===== src/rtl/mem_ctrl.sv =====
// Single-request memory controller: latches a client op, waits out the memory busy handshake, then pulses done.
// Optional per-phase watchdog enabled by defining MEM_CTRL_TIMEOUT_EN.
`timescale 1ns/1ps
module mem_ctrl #(
    parameter int RAM_DATA_WIDTH = 16,
    parameter int RAM_ADDR_WIDTH = 10,
    parameter int TIMEOUT_CYCLES = 8191
) (
    input  logic                      clk_i,
    input  logic                      rst_ni,
    input  logic                      req_i,
    input  logic                      wr_i,
    input  logic [RAM_ADDR_WIDTH-1:0] addr_i,
    input  logic [RAM_DATA_WIDTH-1:0] wdata_i,
    output logic                      ready_o,
    output logic                      done_o,
    output logic [RAM_DATA_WIDTH-1:0] rdata_o,
    output logic                      err_o,
    output logic                      mem_wr_o,
    output logic [RAM_ADDR_WIDTH-1:0] mem_addr_o,
    output logic [RAM_DATA_WIDTH-1:0] mem_data_o,
    input  logic                      busy_mem_i,
    input  logic [RAM_DATA_WIDTH-1:0] mem_data_i
);

    typedef enum logic [2:0] {
        IDLE,
        ISSUE,
        WAIT_BUSY,
        WAIT_DONE,
        RESP
    } state_t;

    state_t state_q, state_d;
    logic   timeout_hit;

`ifdef MEM_CTRL_TIMEOUT_EN
    localparam int CNT_W = $clog2(TIMEOUT_CYCLES + 1);
    localparam logic [CNT_W-1:0] CNT_LAST = CNT_W'(TIMEOUT_CYCLES - 1);

    logic [CNT_W-1:0] cnt_q;
    logic             err_q;
    logic             timeout_exit;

    // Counter restarts on every state change, so each wait phase gets its own budget.
    always_ff @(posedge clk_i or negedge rst_ni) begin
        if (!rst_ni) begin
            cnt_q <= '0;
        end else if (state_q != state_d) begin
            cnt_q <= '0;
        end else if (state_q == WAIT_BUSY || state_q == WAIT_DONE) begin
            cnt_q <= cnt_q + 1'b1;
        end
    end

    assign timeout_hit  = (cnt_q == CNT_LAST);
    assign timeout_exit = timeout_hit &&
                          ((state_q == WAIT_BUSY && !busy_mem_i) ||
                           (state_q == WAIT_DONE &&  busy_mem_i));

    always_ff @(posedge clk_i or negedge rst_ni) begin
        if (!rst_ni) begin
            err_q <= 1'b0;
        end else begin
            err_q <= timeout_exit;
        end
    end

    assign err_o = err_q;
`else
    assign timeout_hit = 1'b0;
    assign err_o       = 1'b0;
`endif

    always_ff @(posedge clk_i or negedge rst_ni) begin
        if (!rst_ni) begin
            state_q <= IDLE;
        end else begin
            state_q <= state_d;
        end
    end

    always_comb begin
        state_d = state_q;
        case (state_q)
            IDLE:      if (req_i) state_d = ISSUE;
            ISSUE:     state_d = WAIT_BUSY;
            WAIT_BUSY: begin
                if (busy_mem_i)       state_d = WAIT_DONE;
                else if (timeout_hit) state_d = RESP;
            end
            WAIT_DONE: begin
                if (!busy_mem_i)      state_d = RESP;
                else if (timeout_hit) state_d = RESP;
            end
            RESP:      state_d = IDLE;
            default:   state_d = IDLE;
        endcase
    end

    // Memory-side command is captured once and held until the response cycle has passed.
    always_ff @(posedge clk_i or negedge rst_ni) begin
        if (!rst_ni) begin
            mem_wr_o   <= 1'b0;
            mem_addr_o <= '0;
            mem_data_o <= '0;
            rdata_o    <= '0;
        end else begin
            if (state_q == IDLE && req_i) begin
                mem_wr_o   <= wr_i;
                mem_addr_o <= addr_i;
                mem_data_o <= wdata_i;
            end
            if (state_q == RESP) begin
                mem_wr_o <= 1'b0;
            end
            if (state_q == WAIT_DONE && !busy_mem_i && !mem_wr_o) begin
                rdata_o <= mem_data_i;
            end
        end
    end

    assign ready_o = (state_q == IDLE);
    assign done_o  = (state_q == RESP);

endmodule

===== config.mk =====
export PLATFORM = sky130hd
export DESIGN_NAME = mem_ctrl
export DESIGN_NICKNAME = d
export VERILOG_FILES = /design/src/rtl/mem_ctrl.sv
export SDC_FILE = /design/constraint.sdc
export NUM_CORES = 1
export LEC_CHECK = 0
export CAP_MARGIN = 40
export CORE_MARGIN = 3
export CORE_UTILIZATION = 45
export CTS_BUF_LIST = sky130_fd_sc_hd__clkbuf_4 sky130_fd_sc_hd__clkbuf_8
export DETAILED_ROUTE_END_ITERATION = 16
export PLACE_DENSITY = 0.88
export SYNTH_ARGS = -nofsm -noshare
export SYNTH_HDL_FRONTEND = slang
export SYNTH_SLANG_ARGS = --single-unit

===== constraint.sdc =====
create_clock -name clk_i -period 3 [get_ports clk_i]
set_clock_uncertainty 0.2 [all_clocks]
set_input_delay 0.75 -clock clk_i [delete_from_list [all_inputs] [get_ports clk_i]]
set_output_delay 0.75 -clock clk_i [all_outputs]
set_load 0.02 [all_outputs]

======== Word level (Yosys, flattened, before mapping) ========
Index checks and enable logic that the tools add are counted.
operators by class
  equality and inequality tests ........... 7
  multiplexer cells ....................... 6
  reductions and logical operators ........ 8
operators by type and width
  operator                                              count
  case mux 3 bit (4 select lines)                       1
  2-to-1 mux 3 bit                                      3
  equality test 3 x 2 -> 1 bit (second input constant)  2
  inequality test 2 bit (second input constant)         3
  equality test 3 x 1 -> 1 bit (second input constant)  1
  equality test 3 bit (second input constant)           1
  logical AND 1 bit                                     3
  logical NOT 3 bit                                     1
  AND reduction 3 bit                                   1
  logical NOT 1 bit                                     2
  2-to-1 mux 1 bit                                      2
  nonzero test 2 bit                                    1
word-level totals
  register bits ........................... 46
  output and inout bits ................... 46

======== Longest topological paths before layout ========
  word-level depth ........................ 4
  depth in mapped cells ................... 6
  depth with buffers taken out ............ 3

======== Least setup slack after synthesis ========
OpenSTA, ideal clock, no wires.
  kind .................................... in2reg
  from .................................... input busy_mem_i
  to ...................................... register rdata_o[10]
  setup time .............................. 0.125 ns
  data arrival time ....................... 1.742 ns
  setup slack ............................. 0.933 ns
  stages on the path ...................... 4
  buffers on the path ..................... 1
  path through ............................ nand3b_2 > nor3_4 > buf_12 > mux2_4
on the way
  word-level cells in the longest chain between the ends .. 3
ends and longest elaborated chain
  element                          RTL line  text
  start: declaration               22        input logic busy_mem_i,
  logical NOT 1 bit                117       if (state_q == WAIT_DONE && !busy_mem_i && !mem_wr_o) begin
  logical AND 1 bit (2 in series)  117
  end signal: assignment           118       rdata_o <= mem_data_i;
  end: declaration                 17        output logic [RAM_DATA_WIDTH-1:0] rdata_o,
Every way passes these cells.
A chain may end at the register's enable or synchronous reset.

======== Worst setup path after layout ========
  from .................................... register state_q[1]
  to ...................................... output done_o
on the way
  word-level cells in the longest chain between the ends .. 1
ends and longest elaborated chain
  element                   RTL line  text
  start: declaration        34        state_t state_q, state_d;
  start signal: assignment  79        state_q <= state_d;
  equality test 3 bit       124       assign done_o = (state_q == RESP);
  end: declaration          16        output logic done_o,
Every way passes these cells.

==> flow_summary_export.csv <==
group,metric,value,unit
run_status,status,"complete, no violations",
cells_and_area,layout.nets,251,
cts,cts_sinks,46,
cts,h-tree-depth,2,
setup_path,crit_family,"buffers and inverters",
logic_synthesis,synth_seq_cells,46,
setup_path,crit_required,2.05,ns
cts,insertion_delay,0.28,ns
floorplanning,placementRows,22,
setup_path,critical_path_depth,3,
timing,fin_crit_sh,0.896,
logic_synthesis,ys_types,16,
floorplanning,start_util,0.490,
logic_synthesis,synth_common_cells,"46 x dfrtp_1, 22 x mux2_2, 20 x mux2_4",
flow_run,max-cap-violations,0,
timing,fin_ws,0.311,ns
logic_synthesis,yosysWarnings,0,
logic_synthesis,netlist.area_leader.share,0.610,
cells_and_area,layoutNonFillerInstCount,253,
setup_path,cp-start-kind,"register",
timing,fin_crit,2.69,ns
setup_path,rr_endpoint,"mem_data_o[5]",
cells_and_area,antenna_cells,0,
drt,final_antenna_net_count,0,
setup_path,r2r_slack,1.13,ns
global_routing,grtUsageTotal,0.174,
cts,cts_root_buf,"clkbuf_8",
setup_path,critPathCapture,"done_o",
drt,wl,4160,um
logic_synthesis,synth-seq-area-share,0.610,
setup_path,path_max_fanout,6,
timing,max_freq,372,MHz
setup_path,crit_buf_inv,1,
timing,rsz0062_at_grt,"no",
logic_synthesis,synthMostInstantiatedCell,"dfrtp_1",
global_routing,grt_max_degree,30,
placed_design,place_area,0.00282,mm^2
floorplanning,core,0.00385,mm^2
setup_path,critPathArrivalTime,1.74,ns
drt,first_pass_iters,4,
timing,finalHoldViolCount,0,
setup_path,end_kind,"primary output",
logic_synthesis,synth_edf_count,0,
placed_design,dp.cells,245,
placed_design,globalplace.congestion,0.780,
timing,slew_viol_final,0,
setup_path,crit_slowest_cell,"clkdlybuf4s50_1",
floorplanning,io_pins,93,
logic_synthesis,synth_nets,155,
global_routing,grt_pass1_vias,1339,
global_routing,grt_pass1_wl,6890,um
placed_design,post-dp-hpwl,3250,um
logic_synthesis,async_flop_share,1.00,
logic_synthesis,yosys_most_used_dff,"dfrtp_1",
cts,cts_inserted_buffers,5,
floorplanning,die-area,0.00501,mm^2
floorplanning,die_h,70.8,um
cts,postCtsHoldBufs,0,
timing,setup_tns,0,ns
setup_path,max_stage_delay,0.61,ns
hold_path,hp-class,"primary input to asynchronous set/reset pin",
global_routing,antenna_found_initial,0,
cts,clkTransAtPathRegs,0.08,ns
cells_and_area,area_growth,54.3,%
power,power.leakage,1.24,nW
timing,whs,0.191,ns
global_routing,overflow,0,
timing,finalSetupViolations,0,
drt,wl_per_cell,16.4,um
power,vdd_drop_max,581,uV
logic_synthesis,syn_area,0.00189,mm^2
logic_synthesis,synth_area_leaders,"dfrtp_1 61%, mux2_4 16%, mux2_2 13%, buf_12 3.2%, nor3_4 0.86%",
cells_and_area,fillers,230,
drt,drc,0,
logic_synthesis,yosys.area.top_type,"dfrtp_1",
placed_design,port_buffers,91,
cts,max-clock-path-buffers,2,
floorplanning,die_x,70.8,um
logic_synthesis,avgSynthCellArea,17.5,um^2
setup_path,r2r-start,"state_q[2]",
setup_path,path_cells,"nor2_1 -> and2_1 -> clkdlybuf4s50_1",
cts,cts-resized-gates,0,
power,power.density,1090,mW/mm^2
drt,vias,1241,
drt,avgViaCountPerCell,4.91,
setup_path,reg2reg_depth,3,
logic_synthesis,synthCells,108,
cells_and_area,layout-drive-gt1-share,0.283,
setup_path,crit_path_start,"state_q[1]",
placed_design,place_ws,0.456,ns
drt,drt-initial-drc-count,38,
cts,cts_tree,"yes",
cells_and_area,final_area,0.00291,mm^2
setup_path,crit_type,"register to primary output",
cts,postCtsSetupBuffers,0,
-- worst min path at each step --
| stage | start | to | slack (ns) | cells past startpoint |
|---|---|---|---|---|
| after floorplan | rst_ni | mem_addr_o[0] | 0.25 | 0 |
| after global placement | mem_data_o[9] | mem_data_o[9] | 0.29 | 1 |
| after detailed placement | rdata_o[0] | rdata_o[0] | 0.29 | 1 |
| final | rst_ni | mem_data_o[2] | 0.19 | 1 |
| after CTS | rst_ni | mem_data_o[2] | 0.20 | 1 |
| after global routing | rst_ni | mem_data_o[2] | 0.21 | 1 |
-- power breakdown --
part | internal [mW] | total [mW] | switching (mW)
Combinational | 0.958 | 1.67 | 0.710
Sequential | 0.934 | 1.14 | 0.206
Clock | 0.195 | 0.378 | 0.183
Total | 2.09 | 3.19 | 1.10
-- cell families after synthesis --
| family | Yosys count | synth area share |
|---|---|---|
| flops | 46 | 0.610 |
| other cells | 1 | 0.00199 |
| buf+inv | 6 | 0.0457 |
| mux | 42 | 0.290 |
| simple gates | 10 | 0.0424 |
| compound gates | 3 | 0.00994 |
-- final cells by class --
type                       count  area (um^2)  share of cell area
tap                           48         60.1              0.0206
clock inverter                 1         5.00             0.00172
sequential                    46         1150               0.395
clock buffer                   7         90.1              0.0309
multi-input combinational     56          659               0.226
timing repair buffer          95          948               0.325
-- cells in the final DEF, fill, tap and decap left out, drive strengths merged --
cell type,n
and2,1
nor3b,2
nor4b,1
nand3b,1
nor2,3
clkinv,1
mux2,42
buf,5
nor3,2
clkdlybuf4s50,90
a22o,1
clkbuf,7
a21oi,2
conb,1
dfrtp,46
-- registers in the layout, summed over array words and instances (netlist names) --
register / cells
mem_addr_o: 10
mem_data_o: 16
mem_wr_o: 1
rdata_o: 16
state_q: 3
-- stage by stage --
step                total power [mW]   util
floorplan                       2.06      -
global placement                2.76  0.726
detailed placement              2.83  0.731
CTS                             3.22  0.756
global route                    3.36  0.756
finish                          3.19  0.756
-- metal layers --
metal  routed length, um  vias to the layer above  GRT usage
met2                2000                       68      0.282
met1                1810                      604      0.237
li1                    -                      567          -
met5                   0                        -          0
met4                   6                        0     0.0313
met3                 348                        2     0.0497
Power figures use the tool's default switching activity.
